--- src/rtl/div_pkg.sv ---
// Shared state encoding, defaults and helpers for the two-requester divider arbiter.
package div_pkg;

    localparam int DIV_DATA_W  = 16;
    localparam int DIV_TIMEOUT = 64;
    localparam int CNT_W       = 8;

    typedef enum logic [1:0] {
        IDLE  = 2'd0,
        ISSUE = 2'd1,
        WAIT  = 2'd2,
        RESP  = 2'd3
    } div_state_e;

    function automatic logic [1:0] id_to_onehot(input logic id);
        return id ? 2'b10 : 2'b01;
    endfunction

endpackage

--- src/rtl/div_rr_pick.sv ---
// Two-way round-robin picker: on contention the requester that was not served last wins.
module div_rr_pick (
    input  logic [1:0] req,
    input  logic       last_grant,
    output logic [1:0] grant
);

    always_comb begin
        grant = 2'b00;
        case (req)
            2'b01:   grant = 2'b01;
            2'b10:   grant = 2'b10;
            2'b11:   grant = last_grant ? 2'b01 : 2'b10;
            default: grant = 2'b00;
        endcase
    end

endmodule

--- src/rtl/div_arbiter.sv ---
// Arbitrates two requesters onto one shared multi-cycle divider, with divide-by-zero
// bypass and a WAIT-state timeout that returns a flagged zero result.
module div_arbiter
    import div_pkg::*;
#(
    parameter int DATA_W  = DIV_DATA_W,
    parameter int TIMEOUT = DIV_TIMEOUT
) (
    input  logic              clk,
    input  logic              rst,
    input  logic [1:0]        req_valid,
    output logic [1:0]        req_ready,
    input  logic [DATA_W-1:0] req0_a,
    input  logic [DATA_W-1:0] req0_b,
    input  logic [DATA_W-1:0] req1_a,
    input  logic [DATA_W-1:0] req1_b,
    output logic [1:0]        rsp_valid,
    input  logic [1:0]        rsp_ack,
    output logic [DATA_W-1:0] rsp_q,
    output logic [DATA_W-1:0] rsp_r,
    output logic              rsp_dbz,
    output logic              rsp_tmo,
    output logic              div_start,
    output logic [DATA_W-1:0] div_a,
    output logic [DATA_W-1:0] div_b,
    input  logic              div_done,
    input  logic [DATA_W-1:0] div_q,
    input  logic [DATA_W-1:0] div_r
);

    localparam logic [CNT_W-1:0] CNT_LAST = CNT_W'(TIMEOUT - 1);
    localparam logic [CNT_W-1:0] CNT_ONE  = CNT_W'(1);

    div_state_e        state_q, state_d;
    logic              last_grant_q, last_grant_d;
    logic              id_q, id_d;
    logic [DATA_W-1:0] a_q, a_d;
    logic [DATA_W-1:0] b_q, b_d;
    logic [DATA_W-1:0] q_q, q_d;
    logic [DATA_W-1:0] r_q, r_d;
    logic              dbz_q, dbz_d;
    logic              tmo_q, tmo_d;
    logic [CNT_W-1:0]  cnt_q, cnt_d;

    logic [1:0]        grant;
    logic              win_id;
    logic [DATA_W-1:0] win_a;
    logic [DATA_W-1:0] win_b;

    div_rr_pick u_pick (
        .req        (req_valid),
        .last_grant (last_grant_q),
        .grant      (grant)
    );

    assign win_id = grant[1];
    assign win_a  = win_id ? req1_a : req0_a;
    assign win_b  = win_id ? req1_b : req0_b;

    // Divider operands come straight from the captured job so they stay stable through WAIT.
    assign div_a   = a_q;
    assign div_b   = b_q;
    assign rsp_q   = q_q;
    assign rsp_r   = r_q;
    assign rsp_dbz = dbz_q;
    assign rsp_tmo = tmo_q;

    always_comb begin
        state_d      = state_q;
        last_grant_d = last_grant_q;
        id_d         = id_q;
        a_d          = a_q;
        b_d          = b_q;
        q_d          = q_q;
        r_d          = r_q;
        dbz_d        = dbz_q;
        tmo_d        = tmo_q;
        cnt_d        = cnt_q;
        req_ready    = 2'b00;
        rsp_valid    = 2'b00;
        div_start    = 1'b0;

        case (state_q)
            IDLE: begin
                req_ready = grant;
                if (grant != 2'b00) begin
                    id_d  = win_id;
                    a_d   = win_a;
                    b_d   = win_b;
                    tmo_d = 1'b0;
                    cnt_d = '0;
                    // A zero divisor never reaches the divider; the result is formed here.
                    if (win_b == '0) begin
                        q_d     = '1;
                        r_d     = win_a;
                        dbz_d   = 1'b1;
                        state_d = RESP;
                    end else begin
                        q_d     = '0;
                        r_d     = '0;
                        dbz_d   = 1'b0;
                        state_d = ISSUE;
                    end
                end
            end

            ISSUE: begin
                div_start = 1'b1;
                cnt_d     = '0;
                state_d   = WAIT;
            end

            WAIT: begin
                cnt_d = cnt_q + CNT_ONE;
                // A done in the final allowed cycle beats the timeout.
                if (div_done) begin
                    q_d     = div_q;
                    r_d     = div_r;
                    dbz_d   = 1'b0;
                    tmo_d   = 1'b0;
                    state_d = RESP;
                end else if (cnt_q == CNT_LAST) begin
                    q_d     = '0;
                    r_d     = '0;
                    dbz_d   = 1'b0;
                    tmo_d   = 1'b1;
                    state_d = RESP;
                end
            end

            RESP: begin
                rsp_valid = id_to_onehot(id_q);
                if (rsp_ack[id_q]) begin
                    last_grant_d = id_q;
                    state_d      = IDLE;
                end
            end

            default: state_d = IDLE;
        endcase
    end

    always_ff @(posedge clk or posedge rst) begin
        if (rst) begin
            state_q      <= IDLE;
            last_grant_q <= 1'b1;
            id_q         <= 1'b0;
            a_q          <= '0;
            b_q          <= '0;
            q_q          <= '0;
            r_q          <= '0;
            dbz_q        <= 1'b0;
            tmo_q        <= 1'b0;
            cnt_q        <= '0;
        end else begin
            state_q      <= state_d;
            last_grant_q <= last_grant_d;
            id_q         <= id_d;
            a_q          <= a_d;
            b_q          <= b_d;
            q_q          <= q_d;
            r_q          <= r_d;
            dbz_q        <= dbz_d;
            tmo_q        <= tmo_d;
            cnt_q        <= cnt_d;
        end
    end

endmodule

--- config.mk ---
export PLATFORM = sky130hd
export DESIGN_NAME = div_arbiter
export DESIGN_NICKNAME = d
export VERILOG_FILES = /design/src/rtl/div_pkg.sv /design/src/rtl/div_rr_pick.sv /design/src/rtl/div_arbiter.sv
export SDC_FILE = /design/constraint.sdc
export NUM_CORES = 1
export LEC_CHECK = 0
export CAP_MARGIN = 20
export CELL_PAD_IN_SITES_DETAIL_PLACEMENT = 0
export CELL_PAD_IN_SITES_GLOBAL_PLACEMENT = 1
export CORE_MARGIN = 2
export CORE_UTILIZATION = 35
export DETAILED_ROUTE_END_ITERATION = 8
export DONT_BUFFER_PORTS = 1
export GPL_ROUTABILITY_DRIVEN = 0
export MAX_ROUTING_LAYER = met4
export PLACE_DENSITY_LB_ADDON = 0.1
export SYNTH_ARGS = -nofsm -noshare
export SYNTH_HDL_FRONTEND = slang
export SYNTH_SLANG_ARGS = --single-unit
export TNS_END_PERCENT = 5
--- constraint.sdc ---
create_clock -name clk -period 6.7 [get_ports clk]
set_input_delay 1.34 -clock clk [delete_from_list [all_inputs] [get_ports clk]]
set_output_delay 1.34 -clock clk [all_outputs]
set_load 0.02 [all_outputs]
Word-level counts from Yosys, hierarchy flattened
Index checks and enable logic that the tools add are counted.
- multiplexer cells: 36
- equality and inequality tests: 10
- add/subtract/negate cells: 1
- order comparisons: 1
- reduce and logical (&&, ||, !) cells: 10
- operator list (operator ; number):
    $mux W16 ; 9
    $pmux W16 S2 ; 2
    $pmux W8 S3 ; 1
    $mux W2 ; 9
    $logic_not A16 Y1 ; 1
    $mux W1 ; 10
    $add A8 B1 Y8 const B ; 1
    $eq A2 B2 Y1 const B ; 4
    $eq A8 B6 Y1 const B ; 1
    $mux W8 ; 1
    $pmux W2 S4 ; 1
    $pmux W2 S3 ; 1
    $reduce_and A2 Y1 ; 3
    $reduce_and A3 Y1 ; 2
    $eq A2 B1 Y1 const B ; 2
    $ne A2 B2 Y1 const B ; 2
    $pmux W1 S2 ; 2
    $reduce_bool A2 Y1 ; 2
    $ne A3 B3 Y1 const B ; 1
    $reduce_bool A3 Y1 ; 1
    $logic_not A2 Y1 ; 1
    $lt A1 B2 Y1 const B ; 1
- register bits after elaboration: 78
- output and inout port bits: 71
- word-level logic and storage cells: 68
- bits of input ports: 103

Longest topological paths before layout
- word-level depth: 7
- gate-level depth with buffers: 9
- mapped depth without buffers: 7

Cells and area by module
Synthesis repeated with hierarchy kept, for this count alone.
- cell total of the unflattened synthesis: 390
- area, all modules: 3839.9 um^2
- modules (own cells, without submodules) (module ; instances ; seq. area each (um^2) ; cells each ; area an instance (um^2)):
    div_arbiter ; 1 ; 1953.1 ; 387 ; 3821.2
    div_rr_pick ; 1 ; 0.0 ; 3 ; 18.8

Least setup slack after synthesis
Ideal clock, no wire load.
- path type: input-to-output
- start point: input port req_valid[1]
- end point: output port req_ready[1]
- path buffers: 2
- arrival: 2084 ps
- stages on the path: 4
- path slack: 3276 ps
- required time: 5360 ps
- cell sequence: a21boi_1 -> buf_4 -> buf_4 -> and2_1
- cells in the longest elaborated chain, start to end: 3
- elaborated cells between the ends (all ways): 5
- those cells by class: eq/ne (3); mux (2)
- ends and longest elaborated chain (item ; line ; RTL):
    start: declaration ; div_arbiter.sv:11 ; input logic [1:0] req_valid,
    $eq A2 B2 Y1 or $eq A2 B1 Y1 (tied branches) ; div_rr_pick.sv:10 ; case (req)
    $pmux W2 S3 (*) ; div_rr_pick.sv:10 ;
    $mux W2 (*) ; div_arbiter.sv:83 ; case (state_q)
    end: declaration ; div_arbiter.sv:12 ; output logic [1:0] req_ready,
Every way passes the cells marked *; elsewhere a longest branch is shown, timed or not.

Worst setup path after layout
- start point: register state_q[1]
- end point: output port req_ready[0]
- cells in the longest elaborated chain, start to end: 2
- ends and longest elaborated chain (item ; line ; RTL):
    start: declaration ; div_arbiter.sv:34 ; div_state_e state_q, state_d;
    start signal: assignment ; div_arbiter.sv:156 ; state_q <= state_d;
    $logic_not A2 Y1 ; div_arbiter.sv:83 ;
    $mux W2 ; div_arbiter.sv:83 ;
Every way passes these cells.

==> metrics.txt <==
RSZ-0062 raised after global routing false; Total GRT Usage 17.43%; Achievable Freq 314.5 MHz; fill cell count 1140; critical path capture point req_ready[0]; share of layout cells above drive strength 1 15.28%; Cells after Synth 392; via/cell ratio 5.391; Yosys reg bits 78; Tcrit/Tclk final 47.46%; Lkg Pwr 1.989 nW; Worst EP required 5.36 ns; Resized Gates After CTS 0; TritonCTS clock tree done; P&R area growth vs syn 9.664%; Post-DP Area 4098 um2; diode count 0; worst-path fanout max 7; pwr dens 448.7 nW/um2; Starting Density 35.57%; mux share of post-synthesis cell area 8.701%; Setup crit end kind output pin; clk buf depth 2; drt first pass iters 4; Avg WL per Cell 19.10 um; worst hold path type reg2reg; syn nets 502; worst slew pin tran 1.055 ns; RR Endpoint rsp_r[7]; status finished, final reports clean; Setup crit start kind flip-flop; critical path arrival 1.84 ns; Crit Path Class reg2out; total power 0.001981 W; Post-Syn Area 4026 um2; Simple-Gate Fraction of Synth Area 16.41%; Tmin final 3.180 ns; r2r setup slk 4.02 ns; DRC 0; hold slack 0.5189 ns; hpwl dp 7152 um; Post-CTS Setup Repair Bufs 0; number of max-cap violations 0; Avg Inst Size Synth 10.27 um2; Max stage delay on crit path 0.46 ns; core box area 11320 um2; Final Hold Violating Endpoints 0; Total Wirelength 10110 um; XOR/XNOR Fraction of Synth Area 0%; reg2reg path depth 8; fin area 4415 um2; Root Driver clkbuf_16; critical-path cell list inv_1 > ha_1 > nand2_1 > a21oi_1; Die ar. 12380 um2; compound-cell area share of the yosys netlist 19.33%; Ports 174; Slew headroom 29.42%; fin nets 493; Die X 111.3 um; Clock Latency Late Sink 0.34 ns; vias in the first global route 3034; final setup fails 0; largest family of logic cells by synthesized area compound AO/OA/AOI/OAI gates; CTS Buf Count 9; synth unique cells 36; # hold bufs at CTS 0; Die Height 111.3 um; Sink Count 78; setup tns final 0 ns; Clock Skew 0.006274 ns; hold-critical path depth 1; CTS H-tree lvls 3; RR Startpoint state_q[0]; antenna viol nets, final 0; first-pass GRT wire length 16420 um; initial drt markers 121; maximum VDD drop 0.2962 mV; sequential area share after synthesis 48.51%; initial antenna violation count 0; Synth Area in Adders 2.175%; cell row count 39; clock slew seen by the registers of the worst setup and hold paths 0.06 ns; Synth Warn # 0; largest net degree at the start of global routing 79; grt total ovfl 0; Critical Path Source state_q[1]; PortBufs 0; max-slew violations 0; via count 2852; critical path's slowest cell a21oi_1
area by class of cell:
class                           count  area [um2]  share of cell area, %
Sequential cell                    78        1953                  44.23
Clock inverter                      1       30.03                 0.6801
Inverter                            5       20.02                 0.4534
Tap cell                          143       178.9                  4.052
Multi-Input combinational cell    283        1908                  43.21
Timing Repair Buffer                6       65.06                  1.474
Clock buffer                       13       260.3                  5.894
placed cells by master (no fill, tap or decap), types with 4 or more instances in the layout:
cell type / Yosys / final
nand2_1: 116 / 116
dfrtp_1: 77 / 77
o21ai_0: 38 / 38
mux2i_1: 35 / 35
o221ai_2: 16 / 16
o211ai_2: 17 / 16
clkbuf_16: 0 / 9
nor4_1: 8 / 8
ha_1: 7 / 7
a21oi_1: 6 / 6
nor2_1: 5 / 5
buf_4: 5 / 5
nand3_1: 4 / 4
inv_1: 5 / 4
where the power goes:
part           switching [W]  internal (W)
registers           0.000304      0.000630
clock network       0.000182      0.000305
logic               0.000379      0.000181
state kept, by name, summed over array words and instances (netlist names):
register / cells
div_a: 16
div_b: 16
rsp_q: 16
rsp_r: 16
cnt_q: 8
state_q: 2
id_q: 1
last_grant_q: 1
rsp_dbz: 1
rsp_tmo: 1
how the worst min path moves through the flow:
stage	start	endpoint	slack (ns)
2_1_floorplan	cnt_q[7]	cnt_q[7]	0.48
3_3_place_gp	cnt_q[1]	cnt_q[1]	0.50
3_5_place_dp	cnt_q[7]	cnt_q[7]	0.51
4_1_cts	cnt_q[7]	cnt_q[7]	0.53
5_1_grt	cnt_q[7]	cnt_q[7]	0.57
6_report	cnt_q[7]	cnt_q[7]	0.52
per-stage QoR:
step	cells	setup WS, ns	util (%)
after floorplan	392	3.276	-
after global placement	514	3.216	36.20
after detailed placement	514	3.151	36.20
after CTS	528	3.486	38.76
after global routing	529	3.368	39.00
final	529	3.520	39.00
cell usage after synthesis, drive strengths merged:
cell / number / share of area, %
a21boi: 1 / 0.19
a21o: 3 / 0.56
a21oi: 6 / 0.75
a22o: 1 / 0.22
a32o: 1 / 0.25
and2: 3 / 0.47
and2b: 1 / 0.19
and4: 1 / 0.22
buf: 14 / 3.3
clkbuf: 12 / 1.1
dfrtp: 77 / 48
dfstp: 1 / 0.65
ha: 7 / 2.2
inv: 5 / 0.47
mux2i: 35 / 8.7
nand2: 117 / 11
nand3: 5 / 0.75
nand4: 3 / 0.47
nor2: 5 / 0.47
nor2b: 3 / 0.47
nor3: 3 / 0.37
nor3b: 2 / 0.65
nor4: 8 / 1.2
o211ai: 17 / 5.3
o21ai: 39 / 4.8
o21bai: 2 / 0.37
o221ai: 16 / 6.0
o31ai: 3 / 0.90
or2: 1 / 0.16
per-layer routing:
metal / part of all wire (%) / global-route usage, % / vias up / wire [um]
li1: - / - / 1363 / -
met1: 44 / 21.74 / 1360 / 4397
met2: 46 / 26.10 / 113 / 4675
met3: 8.3 / 5.796 / 16 / 836
met4: 1.9 / 7.243 / 0 / 195
met5: 0 / - / - / 0
critical path, delay by kind of cell, from the launching register on:
family | cells | cell delay (ns)
AO/OA/AOI/OAI | 1 | 0.46
flip-flops | 1 | 0.43
adder cells (fa/ha/maj) | 1 | 0.40
buffers and inverters | 1 | 0.12
AND/OR/NAND/NOR | 1 | 0.09
kinds of logic after synthesis:
kind of cell    Yosys count
simple gates            152
mux                      35
fa+ha+maj                 7
compound gates           89
flops                    78
buf+inv                  31
Power figures use the tool's default switching activity.
